==> src/rtl/shifter_pkg.sv <==
// Shared types and stage-partitioning helpers for the pipelined barrel shifter.
// Level-to-stage mapping is computed at elaboration time.
package shifter_pkg;

  typedef enum logic [2:0] {
    OP_SLL = 3'b000,
    OP_SRL = 3'b001,
    OP_SRA = 3'b011,
    OP_ROL = 3'b100,
    OP_ROR = 3'b101
  } shift_op_e;

  // Earlier stages absorb the remainder when levels do not divide evenly.
  function automatic int levels_in_stage(
    int stage, int nlevels, int nstages);
    return nlevels / nstages +
      ((stage < nlevels % nstages) ? 1 : 0);
  endfunction

  function automatic int first_level(
    int stage, int nlevels, int nstages);
    int acc;
    acc = 0;
    for (int s = 0; s < stage; s++)
      acc += levels_in_stage(s, nlevels, nstages);
    return acc;
  endfunction

  function automatic int stage_of(
    int level, int nlevels, int nstages);
    int r;
    r = 0;
    for (int s = 0; s < nstages; s++)
      if (level >= first_level(s, nlevels, nstages))
        r = s;
    return r;
  endfunction

endpackage

==> src/rtl/pipelined_shifter_level.sv <==
// One mux level of the barrel shifter: shifts by DIST when en is set.
// Rotate ops are built only when SHIFTER_ROTATE_EN is defined.
module shift_level
  import shifter_pkg::*;
#(
  parameter int WIDTH = 32,
  parameter int DIST  = 1
) (
  input  logic [WIDTH-1:0] data,
  input  logic             en,
  input  logic [2:0]       op,
  input  logic             fill,
  output logic [WIDTH-1:0] result
);

  always_comb begin
    result = data;
    if (en) begin
      case (op)
        OP_SLL: result = data << DIST;
        OP_SRL: result = data >> DIST;
        OP_SRA: result = {{DIST{fill}}, data[WIDTH-1:DIST]};
`ifdef SHIFTER_ROTATE_EN
        OP_ROL: result = {data[WIDTH-1-DIST:0],
                          data[WIDTH-1:WIDTH-DIST]};
        OP_ROR: result = {data[DIST-1:0],
                          data[WIDTH-1:DIST]};
`endif
        default: result = data;
      endcase
    end
  end

endmodule

==> src/rtl/pipelined_shifter.sv <==
// Pipelined barrel shifter with valid/ready on both sides and a tag sideband.
// Define SHIFTER_ROTATE_EN to build ROL/ROR.
module pipelined_shifter
  import shifter_pkg::*;
#(
  parameter int WIDTH       = 32,
  parameter int PIPE_STAGES = 2,
  parameter int TAG_W       = 5
) (
  input  logic                     clk,
  input  logic                     rst_n,
  input  logic                     in_valid,
  output logic                     in_ready,
  input  logic [WIDTH-1:0]         in_data,
  input  logic [$clog2(WIDTH)-1:0] in_shamt,
  input  logic [2:0]               in_op,
  input  logic [TAG_W-1:0]         in_tag,
  output logic                     out_valid,
  input  logic                     out_ready,
  output logic [WIDTH-1:0]         out_data,
  output logic [TAG_W-1:0]         out_tag
);

  localparam int L  = $clog2(WIDTH);
  localparam int S  = PIPE_STAGES;

  logic [WIDTH-1:0] st_data  [S];
  logic [2:0]       st_op    [S];
  logic [L-1:0]     st_shamt [S];
  logic             st_fill  [S];
  logic [TAG_W-1:0] st_tag   [S];
  logic [S-1:0]     st_valid;

  logic [WIDTH-1:0] src_data  [S];
  logic [2:0]       src_op    [S];
  logic [L-1:0]     src_shamt [S];
  logic             src_fill  [S];
  logic [TAG_W-1:0] src_tag   [S];
  logic [S-1:0]     src_valid;

  logic [WIDTH-1:0] lvl_out   [L];
  logic [WIDTH-1:0] stage_res [S];
  logic [S-1:0]     load;

  for (genvar k = 0; k < S; k++) begin : g_stage
    localparam int LAST = first_level(k + 1, L, S) - 1;
    if (k == 0) begin : g_head
      assign src_data[k]  = in_data;
      assign src_op[k]    = in_op;
      assign src_shamt[k] = in_shamt;
      assign src_fill[k]  = in_data[WIDTH-1];
      assign src_tag[k]   = in_tag;
      assign src_valid[k] = in_valid;
    end else begin : g_body
      assign src_data[k]  = st_data[k-1];
      assign src_op[k]    = st_op[k-1];
      assign src_shamt[k] = st_shamt[k-1];
      assign src_fill[k]  = st_fill[k-1];
      assign src_tag[k]   = st_tag[k-1];
      assign src_valid[k] = st_valid[k-1];
    end
    assign stage_res[k] = lvl_out[LAST];
    // A stage moves when anything from it to the output has room.
    assign load[k] = out_ready | ~(&st_valid[S-1:k]);
  end

  for (genvar l = 0; l < L; l++) begin : g_lvl
    localparam int K = stage_of(l, L, S);
    logic [WIDTH-1:0] lin;
    if (l == first_level(K, L, S)) begin : g_first
      assign lin = src_data[K];
    end else begin : g_chain
      assign lin = lvl_out[l-1];
    end
    shift_level #(
      .WIDTH (WIDTH),
      .DIST  (1 << l)
    ) u_lvl (
      .data   (lin),
      .en     (src_shamt[K][l]),
      .op     (src_op[K]),
      .fill   (src_fill[K]),
      .result (lvl_out[l])
    );
  end

  always_ff @(posedge clk or negedge rst_n) begin
    if (!rst_n) begin
      st_valid <= '0;
      for (int k = 0; k < S; k++) begin
        st_data[k]  <= '0;
        st_op[k]    <= '0;
        st_shamt[k] <= '0;
        st_fill[k]  <= 1'b0;
        st_tag[k]   <= '0;
      end
    end else begin
      for (int k = 0; k < S; k++) begin
        if (load[k]) begin
          st_valid[k] <= src_valid[k];
          st_data[k]  <= stage_res[k];
          st_op[k]    <= src_op[k];
          st_shamt[k] <= src_shamt[k];
          st_fill[k]  <= src_fill[k];
          st_tag[k]   <= src_tag[k];
        end
      end
    end
  end

  assign in_ready  = load[0];
  assign out_valid = st_valid[S-1];
  assign out_data  = st_data[S-1];
  assign out_tag   = st_tag[S-1];

endmodule
==> config.mk <==
export PLATFORM = sky130hd
export DESIGN_NAME = pipelined_shifter
export DESIGN_NICKNAME = d
export VERILOG_FILES = /design/src/rtl/shifter_pkg.sv /design/src/rtl/pipelined_shifter_level.sv /design/src/rtl/pipelined_shifter.sv
export SDC_FILE = /design/constraint.sdc
export NUM_CORES = 1
export LEC_CHECK = 0
export CAP_MARGIN = 15
export CORE_MARGIN = 2
export CORE_UTILIZATION = 57
export DETAILED_ROUTE_END_ITERATION = 12
export PLACE_DENSITY = 0.82
export RECOVER_POWER = 50
export SKIP_CTS_REPAIR_TIMING = 1
export SYNTH_ARGS = -nofsm -noshare
export SYNTH_HDL_FRONTEND = slang
export SYNTH_SLANG_ARGS = --single-unit
export TNS_END_PERCENT = 1
==> constraint.sdc <==
create_clock -name clk -period 1.95 [get_ports clk]
set_input_delay 0.39 -clock clk [delete_from_list [all_inputs] [get_ports clk]]
set_output_delay 0.39 -clock clk [all_outputs]
set_load 0.05 [all_outputs]
# Word-level counts from Yosys, hierarchy flattened
# Cells that the tools add are included.
[classes]
muxes = 10
eq_ne = 4
n_bitwise = 4
reduce_logical = 3
[ops]
columns = ["cell", "n"]
rows = [
  ["32-bit one-hot mux with 3 select lines", 5],
  ["32-bit two-way mux", 5],
  ["3-bit by 1-bit equality test with 1-bit output (second input constant)", 2],
  ["3-bit by 2-bit equality test with 1-bit output (second input constant)", 2],
  ["3-bit zero test", 2],
  ["1-bit NOT", 2],
  ["1-bit bitwise OR", 2],
  ["2-bit AND reduction", 1],
]
[word_totals]
elab_cells = 30
ff_bits = 85
out_inout_bits = 39

# Longest topological paths before layout
[logic_depth]
ltp_word = 7
depth_mapped = 10
ltp_nobuf = 6

# Modules after synthesis
# From an unflattened synthesis, not the netlist that was laid out.
[unflattened]
cells_unflattened = 587
hier_area_um2 = 6169.7
[by_module_without_submodules]
columns = ["mod", "cells_each", "instances", "area_each_um2"]
rows = [
  ["pipelined_shifter", 175, 1, 3216.8],
  ["shift_level (g_lvl[0].u_lvl)", 80, 1, 646.9],
  ["shift_level (g_lvl[1].u_lvl)", 80, 1, 635.6],
  ["shift_level (g_lvl[2].u_lvl)", 103, 1, 630.6],
  ["shift_level (g_lvl[3].u_lvl)", 88, 1, 574.3],
  ["shift_level (g_lvl[4].u_lvl)", 61, 1, 465.4],
]

# Worst setup path before layout
# No wires, ideal clock.
[synth_path]
kind = "reg2out"
startpoint = "reg st_valid[1]"
endpoint = "out in_ready"
setup_slack_ps = -465
path_stages_with_launch = 7
arrival_time_ps = 2025
t_required_ps = 1560
cell_sequence = "dfrtp_1 > nor2b_1 > buf_2 > and2_0 > inv_1 > buf_2 > buf_1"
[synth_via]
elab_chain_cells = 3
[synth_rtl]
columns = ["element", "line", "rtl"]
rows = [
  ["start: declaration", "pipelined_shifter.sv:32", "logic [S-1:0] st_valid;"],
  ["start signal: indexed assignment", "pipelined_shifter.sv:100", "st_valid[k] <= src_valid[k];"],
  ["2-bit AND reduction", "pipelined_shifter.sv:64", "assign load[k] = out_ready | ~(&st_valid[S-1:k]);"],
  ["1-bit NOT", "pipelined_shifter.sv:64", ""],
  ["1-bit bitwise OR", "pipelined_shifter.sv:64", ""],
  ["end: declaration", "pipelined_shifter.sv:13", "output logic in_ready,"],
]
# No other way between the ends.

# Worst setup path after layout
[layout_path]
startpoint = "in in_op[2]"
endpoint = "reg st_data, in the netlist g_lvl[3].lin[22]"
[layout_via]
elab_chain_cells = 7
word_cells_on_any_way = 9
classes_between = "2 x eq/ne; 6 x mux; 1 x reduce/logical"
[layout_rtl]
columns = ["element", "line", "rtl"]
rows = [
  ["start: declaration", "pipelined_shifter.sv:16", "input logic [2:0] in_op,"],
  ["3-bit by 2-bit equality test with 1-bit output (tied with other cells)", "pipelined_shifter_level.sv:19", "case (op)"],
  ["32-bit one-hot mux with 3 select lines", "pipelined_shifter_level.sv:19", ""],
  ["32-bit two-way mux", "pipelined_shifter_level.sv:18", "if (en) begin"],
  ["32-bit one-hot mux with 3 select lines", "pipelined_shifter_level.sv:19", ""],
  ["32-bit two-way mux", "pipelined_shifter_level.sv:18", ""],
  ["32-bit one-hot mux with 3 select lines", "pipelined_shifter_level.sv:19", ""],
  ["32-bit two-way mux (*)", "pipelined_shifter_level.sv:18", ""],
  ["end signal: indexed assignment", "pipelined_shifter.sv:101", "st_data[k] <= stage_res[k];"],
  ["end: declaration", "pipelined_shifter.sv:27", "logic [WIDTH-1:0] st_data [S];"],
]
# Every way passes the cells marked *; elsewhere a longest branch is shown, timed or not.
# A chain may end at the register's enable or synchronous reset.

==> summary.md <==
| Metric | Value |
|---|---|
| Die span in y | `112.1 um` |
| Area share of the leading cell type in the synthesized netlist | `30.79%` |
| Congestion Overflow GR | `0` |
| Number of nets with antenna violations after routing | `0` |
| Final hold vios | `0` |
| Clock transition at the registers of the reported paths | `70 ps` |
| Initial standard-cell utilization of the core | `58.37%` |
| Floorplan core area | `11420 um2` |
| Number of max-cap violations | `0` |
| Detail-routed net length per standard cell | `22.50 um` |
| Net count after synthesis | `904` |
| Capturing instance or port of the critical path | `g_lvl[3].lin[22]$_DFFE_PN0P_` |
| Final number of setup-violating endpoints | `0` |
| Met3 Wirelength | `3092 um` |
| Total length of routed wires | `27160 um` |
| Dominant cell type by area after synthesis | `dfrtp_1` |
| Worst flop-to-flop path startpoint | `src_op[1]$_DFFE_PN0P_` |
| Path type of the worst setup path | `in -> reg` |
| Synthesis Warnings | `0` |
| DRC errors left | `0` |
| Pin slew with the least headroom to its limit | `857.9 ps` |
| Synth cell types | `76` |
| Layout Area Growth over Synthesis | `39.31%` |
| Ys flop type | `dfrtp_1` |
| Power per cell area | `789.6 nW/um2` |
| Placer congestion estimate | `1.072` |
| Count of flip-flops with a built-in enable after synthesis | `0` |
| Via count | `8233` |
| Initial antenna violation count | `0` |
| Worst rel slew slack | `42.80%` |
| Nets | `1108` |
| Leading cell types by total area after synthesis | `dfrtp_1 31%, nor2_1 7.0%, nand2_1 6.6%` |
| Vias in the first global route | `7802` |
| Status | `finished, final reports clean` |
| Crit path launch type | `input port` |
| Routed metal-1 wire length | `9998 um` |
| First-pass iteration count of the detailed router | `9` |
| Cell at the root of the clock tree | `clkbuf_16` |
| IO Pins | `88` |
| Clock latency reported for the late side of the worst-skew pair | `360 ps` |
| Share of the yosys chip area belonging to registers | `30.79%` |
| Highest ir drop seen on vdd | `0.0008316 V` |
| Worst Reg-to-Reg Cells | `7` |
| PortBufs | `87` |
| Drt initial violations | `1198` |
| Summed instance area of the synthesized netlist | `6665 um2` |
| Post-Syn Instances | `855` |
| Std cell rows | `39` |
| Fillers | `789` |
| DR top layer | `met4` |
| Global-route wire length before repair | `41720 um` |
| Type of destination of the critical path | `register` |
| Number of clock sinks | `82` |
| Reg area | `2054 um2` |
| Average vias per placed instance | `6.821` |
| Average cell area after synthesis | `7.795 um2` |
| GRT Total Usage | `41.71%` |
| Largest driver fanout on the critical path | `14` |
| Max-slew violation total from the final report | `0` |
| Arrival time of data at the critical path endpoint | `2250 ps` |
| Clock Tree Buf Depth | `2` |
| Flops & latches, synth | `82` |
| Maximum number of pins on one net before global-route repair | `46` |
| Maximum clock rate | `514.2 MHz` |
| Worst r2r dst | `out_data[21]$_DFFE_PN0P_` |
| Asr flop ratio synth | `100.0%` |
| Setup TNS | `0 ps` |
| Die span in x | `112.1 um` |
| Final min period | `1945 ps` |
| Setup repair after global routing missed its margin | `yes` |
| Final HPWL DP | `19960 um` |
| Total Power Consumption | `7332 uW` |
| DP Worst Slack | `-906.7 ps` |
| CP Data Required Time | `2250 ps` |
| Level count of the clock H-tree | `3` |
| Path category of the worst min-delay check | `in -> async` |
| Layout cells sized above 1 | `26.32%` |
| Die area | `12570 um2` |
| Met2 wire length | `12620 um` |
| Clock buffer count from CTS | `9` |
| Final cycle utilization of the critical path | `99.73%` |
| Standby leakage power | `0.004031 uW` |
| Total inserted antenna cells | `0` |
| First element of the critical path | `in_op[2]` |
| Area of the multi-input gates | `4279 um2` |
| Slack of the critical path | `5.246 ps` |
| Setup slack of the most critical reg-to-reg path | `20 ps` |
| Clock Skew | `12.88 ps` |
| CTS tree | `built` |
cell type report:
| type | instances | share of cell area [%] |
|---|---|---|
| Clock buffer | 9 | 2.426 |
| Clock inverter | 7 | 0.7142 |
| Inverter | 8 | 0.3234 |
| Multi-Input combinational cell | 679 | 46.09 |
| Sequential cell | 82 | 22.13 |
| Tap cell | 143 | 1.927 |
| Timing Repair Buffer | 279 | 26.40 |
worst max-delay path: stages:
cell and delay (ps):
dlymetal6s2s_1 140, buf_12 150, buf_4 150, nand2b_4 190, buf_6 160, a21o_1 140, a222oi_1 420, buf_4 210
nand2_1 60, o21ai_2 70, o22a_1 140
cell families (layout without fill, tap and decap cells):
kind of cell	Yosys count	after routing	synth area share (%)
simple gates	330	330	23.07
compound gates	328	328	35.10
buf+inv	94	303	7.791
flops	82	82	30.79
mux	21	21	3.247
placed cells by master, fill, tap and decap left out, types with 11 or more instances in the layout:
master and instances:
a22o_1 17, a221oi_1 32, mux2i_1 16, dlymetal6s2s_1 12, nand2b_1 14, nand2_1 118, buf_4 173, a221oi_2 11
nor2_1 123, o21ai_0 45, buf_12 11, a21oi_1 71, a31oi_1 23, dfrtp_1 80, o22ai_1 12, clkdlybuf4s50_1 66
nor3_1 12
synth_stat cells, types with 13 or more instances:
| master | count |
|---|---|
| a21oi_1 | 73 |
| a221oi_1 | 42 |
| a22o_1 | 17 |
| a31oi_1 | 23 |
| buf_2 | 22 |
| buf_6 | 13 |
| clkbuf_1 | 36 |
| dfrtp_1 | 82 |
| mux2i_1 | 16 |
| nand2_1 | 118 |
| nand2b_1 | 17 |
| nor2_1 | 124 |
| nor3_1 | 13 |
| o21ai_0 | 51 |
| o22ai_1 | 13 |
| o31ai_1 | 13 |
stage by stage:
step	instances	hold slack [ps]	instance area [um2]	util (%)
3_3_place_gp	1185	287.7	8766	76.77
6_report	1207	459.4	9285	81.32
2_1_floorplan	855	94.41	6670	-
4_1_cts	1201	-78.54	9057	79.32
3_5_place_dp	1185	293.8	8766	76.77
5_1_grt	1207	496.8	9285	81.32
report_power, final:
| part | switching (uW) | internal (uW) | total (uW) |
|---|---|---|---|
| combinational | 2020 | 1280 | 3310 |
| sequential | 304 | 2020 | 2330 |
| clock | 800 | 899 | 1700 |
worst min path at each step:
stage / cells past startpoint / end
finish: 2 / out_tag[3]$_DFFE_PN0P_
global route: 2 / src_shamt[3]$_DFFE_PN0P_
CTS: 1 / src_tag[3]$_DFFE_PN0P_
detailed placement: 1 / out_tag[3]$_DFFE_PN0P_
global placement: 1 / src_tag[3]$_DFFE_PN0P_
floorplan: 0 / g_lvl[3].lin[0]$_DFFE_PN0P_
state kept, by name, summed over array words and instances (netlist names):
| signal | count |
|---|---|
| g_lvl.lin | 32 |
| out_data | 32 |
| out_tag | 5 |
| src_fill | 1 |
| src_op | 3 |
| src_shamt | 2 |
| src_tag | 5 |
| st_valid | 2 |
metal layers:
| metal | vias up | global-route usage [%] |
|---|---|---|
| met5 | - | 0 |
| met4 | 0 | 18.21 |
| met3 | 162 | 11.72 |
| met2 | 674 | 68.03 |
| met1 | 3811 | 51.90 |
| li1 | 3586 | - |
Note: power is estimated with default switching activity, not from simulation.
